==> src/rtl/mailbox_controller_if.sv <==
// Data-bus responder handshake for the mailbox: request + stall.
interface mailbox_controller_if;
  logic        read;
  logic        write;
  logic [31:0] address;
  logic [31:0] data_wr;
  logic [3:0]  mask;
  logic [31:0] data_rd;
  logic        stall;

  modport master (
    output read, write, address, data_wr, mask,
    input  data_rd, stall
  );

  modport slave (
    input  read, write, address, data_wr, mask,
    output data_rd, stall
  );
endinterface

==> src/rtl/mailbox_controller.sv <==
// Memory-mapped 32-bit FIFO mailbox with occupancy interrupt.
// Define MAILBOX_TIMESTAMP_EN to stamp each pushed entry with a cycle count.
module mailbox_controller #(
  parameter int DEPTH      = 16,
  parameter int IRQ_NUMBER = 0
) (
  input  logic                 clk,
  input  logic                 rst_n,
  mailbox_controller_if.slave  bus,
  output logic [7:0]           interrupt
);
  localparam int AW = $clog2(DEPTH);
  localparam logic [AW:0] FULL = {1'b1, {AW{1'b0}}};

  typedef enum logic {S_IDLE, S_POP} state_e;
  state_e state_q, state_d;

  logic [31:0]   mem_q [DEPTH];
  logic [AW-1:0] wr_ptr_q, rd_ptr_q;
  logic [AW:0]   count_q, count_d;
  logic [31:0]   rd_reg_q;
  logic [7:0]    thresh_q;
  logic          irq_en_q, ovf_q, udf_q, irq_q;

  logic [2:0]  sel;
  logic        empty, full, push, do_push;
  logic        cap, do_pop, stall;
  logic        ctrl_wr, thr_wr, clr, fclr;
  logic [31:0] wdata, status, tstamp, rdata;
  logic [7:0]  thr_eff;
  logic        unused_addr;

  assign sel     = bus.address[4:2];
  assign empty   = count_q == '0;
  assign full    = count_q == FULL;
  assign push    = bus.write && sel == 3'd1;
  assign do_push = push && !full;
  assign ctrl_wr = bus.write && sel == 3'd2
                && bus.mask[0];
  assign thr_wr  = bus.write && sel == 3'd3
                && bus.mask[0];
  assign clr     = ctrl_wr && bus.data_wr[1];
  assign fclr    = ctrl_wr && bus.data_wr[2];
  assign thr_eff = (thresh_q == 8'd0) ? 8'd1
                 : thresh_q;
  assign unused_addr = ^{bus.address[31:5],
                         bus.address[1:0]};

  always_comb begin
    wdata = '0;
    for (int i = 0; i < 4; i++)
      wdata[8*i +: 8] = bus.mask[i]
                      ? bus.data_wr[8*i +: 8] : 8'h00;
  end

  // Head is captured on the stalled cycle, returned the next.
  always_comb begin
    state_d = state_q;
    stall   = 1'b0;
    cap     = 1'b0;
    unique case (state_q)
      S_IDLE: begin
        if (bus.read && sel == 3'd1) begin
          stall   = 1'b1;
          cap     = 1'b1;
          state_d = S_POP;
        end
      end
      S_POP:   state_d = S_IDLE;
      default: state_d = S_IDLE;
    endcase
  end

  assign do_pop = cap && !empty;

  always_comb begin
    count_d = count_q;
    if (clr)          count_d = '0;
    else if (do_push) count_d = count_q + 1'b1;
    else if (do_pop)  count_d = count_q - 1'b1;
  end

  always_ff @(posedge clk or negedge rst_n) begin
    if (!rst_n) begin
      state_q  <= S_IDLE;
      wr_ptr_q <= '0;
      rd_ptr_q <= '0;
      count_q  <= '0;
      rd_reg_q <= '0;
      thresh_q <= 8'd1;
      irq_en_q <= 1'b0;
      ovf_q    <= 1'b0;
      udf_q    <= 1'b0;
      irq_q    <= 1'b0;
    end else begin
      state_q <= state_d;
      count_q <= count_d;
      if (clr) begin
        wr_ptr_q <= '0;
        rd_ptr_q <= '0;
      end else begin
        if (do_push) wr_ptr_q <= wr_ptr_q + 1'b1;
        if (do_pop)  rd_ptr_q <= rd_ptr_q + 1'b1;
      end
      if (cap)
        rd_reg_q <= empty ? '0 : mem_q[rd_ptr_q];
      if (ctrl_wr) irq_en_q <= bus.data_wr[0];
      if (thr_wr)  thresh_q <= bus.data_wr[7:0];
      if (fclr) begin
        ovf_q <= 1'b0;
        udf_q <= 1'b0;
      end
      if (push && full) ovf_q <= 1'b1;
      if (cap && empty) udf_q <= 1'b1;
      irq_q <= irq_en_q
            && (32'(count_q) >= 32'(thr_eff));
    end
  end

  always_ff @(posedge clk) begin
    if (do_push) mem_q[wr_ptr_q] <= wdata;
  end

`ifdef MAILBOX_TIMESTAMP_EN
  logic [31:0] cyc_q, tstamp_q;
  logic [31:0] stamp_q [DEPTH];

  always_ff @(posedge clk or negedge rst_n) begin
    if (!rst_n) begin
      cyc_q    <= '0;
      tstamp_q <= '0;
    end else begin
      cyc_q <= cyc_q + 32'd1;
      if (clr)
        tstamp_q <= '0;
      else if (cap)
        tstamp_q <= empty ? '0 : stamp_q[rd_ptr_q];
    end
  end

  always_ff @(posedge clk) begin
    if (do_push) stamp_q[wr_ptr_q] <= cyc_q;
  end

  assign tstamp = tstamp_q;
`else
  assign tstamp = '0;
`endif

  assign status = {16'h0, 8'(count_q), 4'h0,
                   udf_q, ovf_q, !full, !empty};

  always_comb begin
    rdata = '0;
    if (state_q == S_POP) begin
      rdata = rd_reg_q;
    end else if (bus.read) begin
      unique case (sel)
        3'd0:    rdata = status;
        3'd2:    rdata = {31'h0, irq_en_q};
        3'd3:    rdata = {24'h0, thresh_q};
        3'd4:    rdata = tstamp;
        default: rdata = '0;
      endcase
    end
  end

  assign bus.data_rd = rdata;
  assign bus.stall   = stall;

  always_comb begin
    interrupt             = '0;
    interrupt[IRQ_NUMBER] = irq_q;
  end
endmodule
==> src/flat_wrapper.sv <==
// flat-port wrapper written by rule: the top's interface ports become plain ports
module mailbox_controller_flat 
#(
  parameter int DEPTH      = 16,
  parameter int IRQ_NUMBER = 0
)
  (clk, rst_n, interrupt, bus_read, bus_write, bus_address, bus_data_wr, bus_mask, bus_data_rd, bus_stall);
  mailbox_controller_if bus_i ();
  input  logic clk;
  input  logic rst_n;
  output logic [7:0] interrupt;
  input wire logic [$bits(bus_i.read)-1:0] bus_read;
  input wire logic [$bits(bus_i.write)-1:0] bus_write;
  input wire logic [$bits(bus_i.address)-1:0] bus_address;
  input wire logic [$bits(bus_i.data_wr)-1:0] bus_data_wr;
  input wire logic [$bits(bus_i.mask)-1:0] bus_mask;
  output wire logic [$bits(bus_i.data_rd)-1:0] bus_data_rd;
  output wire logic [$bits(bus_i.stall)-1:0] bus_stall;
  assign bus_i.read = bus_read;
  assign bus_i.write = bus_write;
  assign bus_i.address = bus_address;
  assign bus_i.data_wr = bus_data_wr;
  assign bus_i.mask = bus_mask;
  assign bus_data_rd = bus_i.data_rd;
  assign bus_stall = bus_i.stall;
  mailbox_controller #(.DEPTH(DEPTH), .IRQ_NUMBER(IRQ_NUMBER)) u_core (.clk(clk), .rst_n(rst_n), .bus(bus_i), .interrupt(interrupt));
endmodule
==> config.mk <==
export PLATFORM = sky130hd
export DESIGN_NAME = mailbox_controller_flat
export DESIGN_NICKNAME = d
export VERILOG_FILES = /design/src/rtl/mailbox_controller_if.sv /design/src/rtl/mailbox_controller.sv /design/src/flat_wrapper.sv
export SDC_FILE = /design/constraint.sdc
export NUM_CORES = 1
export LEC_CHECK = 0
export CAP_MARGIN = 20
export CORE_UTILIZATION = 54
export DETAILED_ROUTE_END_ITERATION = 7
export GPL_ROUTABILITY_DRIVEN = 0
export PLACE_DENSITY = 0.79
export SLEW_MARGIN = 10
export SYNTH_ARGS = -nofsm -noshare
export SYNTH_HDL_FRONTEND = slang
export SYNTH_SLANG_ARGS = --single-unit
export TNS_END_PERCENT = 30
==> constraint.sdc <==
create_clock -name clk -period 2.65 [get_ports clk]
set_input_delay 0.265 -clock clk [delete_from_list [all_inputs] [get_ports clk]]
set_output_delay 0.265 -clock clk [all_outputs]
set_load 0.02 [all_outputs]
==> metrics.md <==
| Metric | Value |
|---|---|
| Final Hold Fails | `0` |
| Number of global-route vias before repair | `11863` |
| PortBufs | `between 70 and 80` |
| Worst-path cell with the longest stage delay | `clkdlybuf4s50_1` |
| Mapped Cells | `1134` |
| Sink Count | `570` |
| Worst IR drop on VDD | `roughly 0.53 mV` |
| Max Slew Vio Count | `0` |
| Setup violators final | `0` |
| Crit path required time | `approximately 2.4 ns` |
| DRT antenna net count | `0` |
| Register area share after synthesis | `0.740` |
| Clock latency on the worst-skew pair | `0.59 ns` |
| Initial core utilization | `0.552` |
| Distinct cell type count after synthesis | `50` |
| Reg2reg path depth | `6` |
| Die ar. | `0.0429 sq mm` |
| Synth Register Bits | `570` |
| Final hold slack | `about 0.13 ns` |
| Yosys warns | `0` |
| CP top delay family | `buffers and inverters` |
| Final period util | `0.962` |
| Cells after DPL | `about 1800` |
| Kind of critical path | `in -> out` |
| Crit path DAT | `2.28 ns` |
| Global-route usage over all layers | `0.233` |
| DRT iter0 DRCs | `approximately 1100` |
| Mean Syn Cell Area | `roughly 20 sq um` |
| Clock skew | `approximately 0.027 ns` |
| Placement Setup Slack | `-0.257 ns` |
| Cell mode on critical path | `clkdlybuf4s50_1` |
| CTS tree | `done` |
| P_leak | `9.03 nW` |
| Final layout net count | `1372` |
| Setup TNS | `0 ns` |
| Cts bufs inserted | `between 50 and 60` |
| CTS root buf | `clkbuf_16` |
| Critical path capture point type | `output pin` |
| Post-Syn Area | `0.0227 sq mm` |
| Wire per inst | `~26 um` |
| Post-Route WL | `48400 um` |
| Worst min-delay path class | `in -> async` |
| P per Cell Area | `905 mW/mm^2` |
| Clock Tree Buf Depth | `3` |
| Final HPWL DP | `28800 um` |
| Via-to-Cell Ratio | `about 6.1` |
| Largest net degree at the start of global routing | `64` |
| Initial antenna violation count | `0` |
| Layout cell share with drive strength beyond 1 | `0.251` |
| Levels on crit path | `6` |
| Fillers | `roughly 2600` |
| Core ar. | `0.0412 sq mm` |
| Slew HR | `0.396` |
| First-pass GRT wire length | `approximately 74000 um` |
| GRT Residual Overflow | `0` |
| Max-cap violation count | `0` |
| Die Height | `207 um` |
| Commonest non-fill, non-tap cells in the layout | `edfxtp_1 (512), mux4_2 (128), clkdlybuf4s50_1 (68)` |
| Area delta synth->final | `17.5%` |
| Final worst slack | `around 0.10 ns` |
| N_diodes | `0` |
| Crit-path max cell delay | `0.60 ns` |
| DRC violations left | `0` |
| Width of the die | `a little over 200 um` |
| Cell Chain, Critical Path | `clkdlybuf4s50_1 -> buf_4 -> or3b_1 -> or2_2 -> inv_1 -> clkdlybuf4s50_1` |
| Status | `finished, final reports clean` |
| First drt pass iteration count | `6` |
| Htree depth | `2` |
| Max Fanout on Critical Path | `7` |
| Worst Path Buf+Inv | `4` |
| Minimum clock period | `roughly 2.5 ns` |
| IO Pins | `113` |
| Commonest non-fill, non-tap cell in the layout | `edfxtp_1` |
| Worst-Margin Slew | `0.907 ns` |
| Critical path startpoint category | `input pin` |
| Routed vias | `~11000` |
| Non-filler instance count after layout | `around 1900` |
| Unrepaired setup endpoints after global routing | `false` |
| Clk slew on worst S/H paths | `about 0.06 ns` |
| Max Freq | `0.392 GHz` |
| Rows | `74` |
[path summary, 6_finish.rpt]
kind / slack, ns / start / end
setup / recovery: 0.10 / bus_address[3] / bus_stall
max in group asynchronous: 1.84 / rst_n / u_core.thresh_q[0]$_DFFE_PN1P_
hold / removal: 0.13 / rst_n / u_core.rd_reg_q[4]$_DFFE_PN0P_
hold reg to reg: 0.50 / u_core.rd_reg_q[29]$_DFFE_PN0P_ / u_core.rd_reg_q[29]$_DFFE_PN0P_
min in group clk: 0.32 / bus_data_wr[6] / u_core.thresh_q[6]$_DFFE_PN0P_
setup reg to reg: 0.19 / u_core.rd_ptr_q[1]$_DFFE_PN0P_ / u_core.rd_reg_q[13]$_DFFE_PN0P_
[stage by stage]
| step | utilization | power (mW) | instance area (sq um) |
|---|---|---|---|
| final | 0.648 | 24.2 | 26700 |
| after global placement | 0.603 | 16.3 | 24800 |
| after detailed placement | 0.603 | 16.4 | 24800 |
| after floorplan | - | 14.8 | 22800 |
| after CTS | 0.648 | 24.3 | 26700 |
| after global routing | 0.648 | 25.1 | 26700 |
[cell usage after synthesis (all sizes together)]
master	count	area (sq um)
xor2	6	52.6
nand2	12	45.0
or4bb	1	11.3
nor4bb	1	10.0
and3	5	31.3
and4b	1	10.0
o31ai	1	7.51
conb	1	3.75
nor3	6	30.0
a21o	2	15.0
nand2b	2	12.5
and4	4	35.0
or3	1	6.26
dfstp	1	26.3
or3b	1	8.76
nand4	3	18.8
nor4	2	12.5
fa	1	20.0
xnor2	4	35.0
a211oi	33	253
buf	46	315
a21oi	38	194
mux2	8	90.1
inv	11	41.3
nor2b	34	213
a22o	48	420
o2bb2ai	1	8.76
nor3b	1	7.51
mux4	128	2880
nor2	15	58.8
clkbuf	27	101
or2	1	6.26
o21ai	7	35.0
dfrtp	57	1430
a41o	1	10.0
ha	13	163
mux2i	34	340
and2	60	375
o211ai	2	15.0
edfxtp	512	15400
nand3	2	10.0
[state kept, by name (all words and copies together) (netlist names)]
signal and cells:
u_core.mem_q 512, u_core.rd_reg_q 32, u_core.thresh_q 8, u_core.count_q 5
u_core.rd_ptr_q 4, u_core.wr_ptr_q 4, u_core.irq_en_q 1, u_core.irq_q 1
u_core.ovf_q 1, u_core.state_q 1, u_core.udf_q 1
[area by class of cell]
type                            count  area, sq um  share of cell area
Tap cell                          532          666              0.0249
Sequential cell                   570        16800               0.630
Multi-Input combinational cell    486         5520               0.207
Clock buffer                       65         1440              0.0540
Clock inverter                     36          388              0.0145
Timing Repair Buffer              163         1820              0.0681
Inverter                           11         41.3             0.00155
[worst reg2reg max path: cells and delay by family (launching register included)]
family	cells	cell delay (ns)
AOI/OAI and AO/OA	3	0.89
buffers and inverters	1	0.27
DFF	1	0.50
muxes	1	0.54
and+or+nand+nor	1	0.16
[repair_timing]
action / CTS / global route
gates cloned: 0 / 0
buffers inserted: 1 / 0
hold buffers: 1 / 0
pin swaps: 1 / 0
endpoints found under the hold margin: 43 / 0
gates resized for setup: 6 / 8
endpoints found under the setup margin: 3 / 7
[routing by layer]
metal | up-vias | part of all wire | track usage
li1 | 4913 | - | -
met1 | 5949 | 0.41 | 0.326
met2 | 513 | 0.49 | 0.373
met3 | 79 | 0.079 | 0.0531
met4 | 0 | 0.021 | 0.0618
met5 | - | 0 | 0
[kinds of logic after synthesis]
kind of cell,Yosys count,share of synthesized area
other cells,1,0.000165
buf+inv,84,0.0201
compound gates,133,0.0422
flops,570,0.740
xor+xnor,10,0.00385
mux,170,0.146
fa+ha+maj,14,0.00804
simple gates,152,0.0397
[power by group]
| group | total [mW] | internal [mW] | switching, mW |
|---|---|---|---|
| clock network | 7.88 | 4.66 | 3.22 |
| logic | 5.44 | 2.81 | 2.63 |
| registers | 10.9 | 10.3 | 0.593 |
| total | 24.2 | 17.7 | 6.44 |
Power figures use the tool's default switching activity.
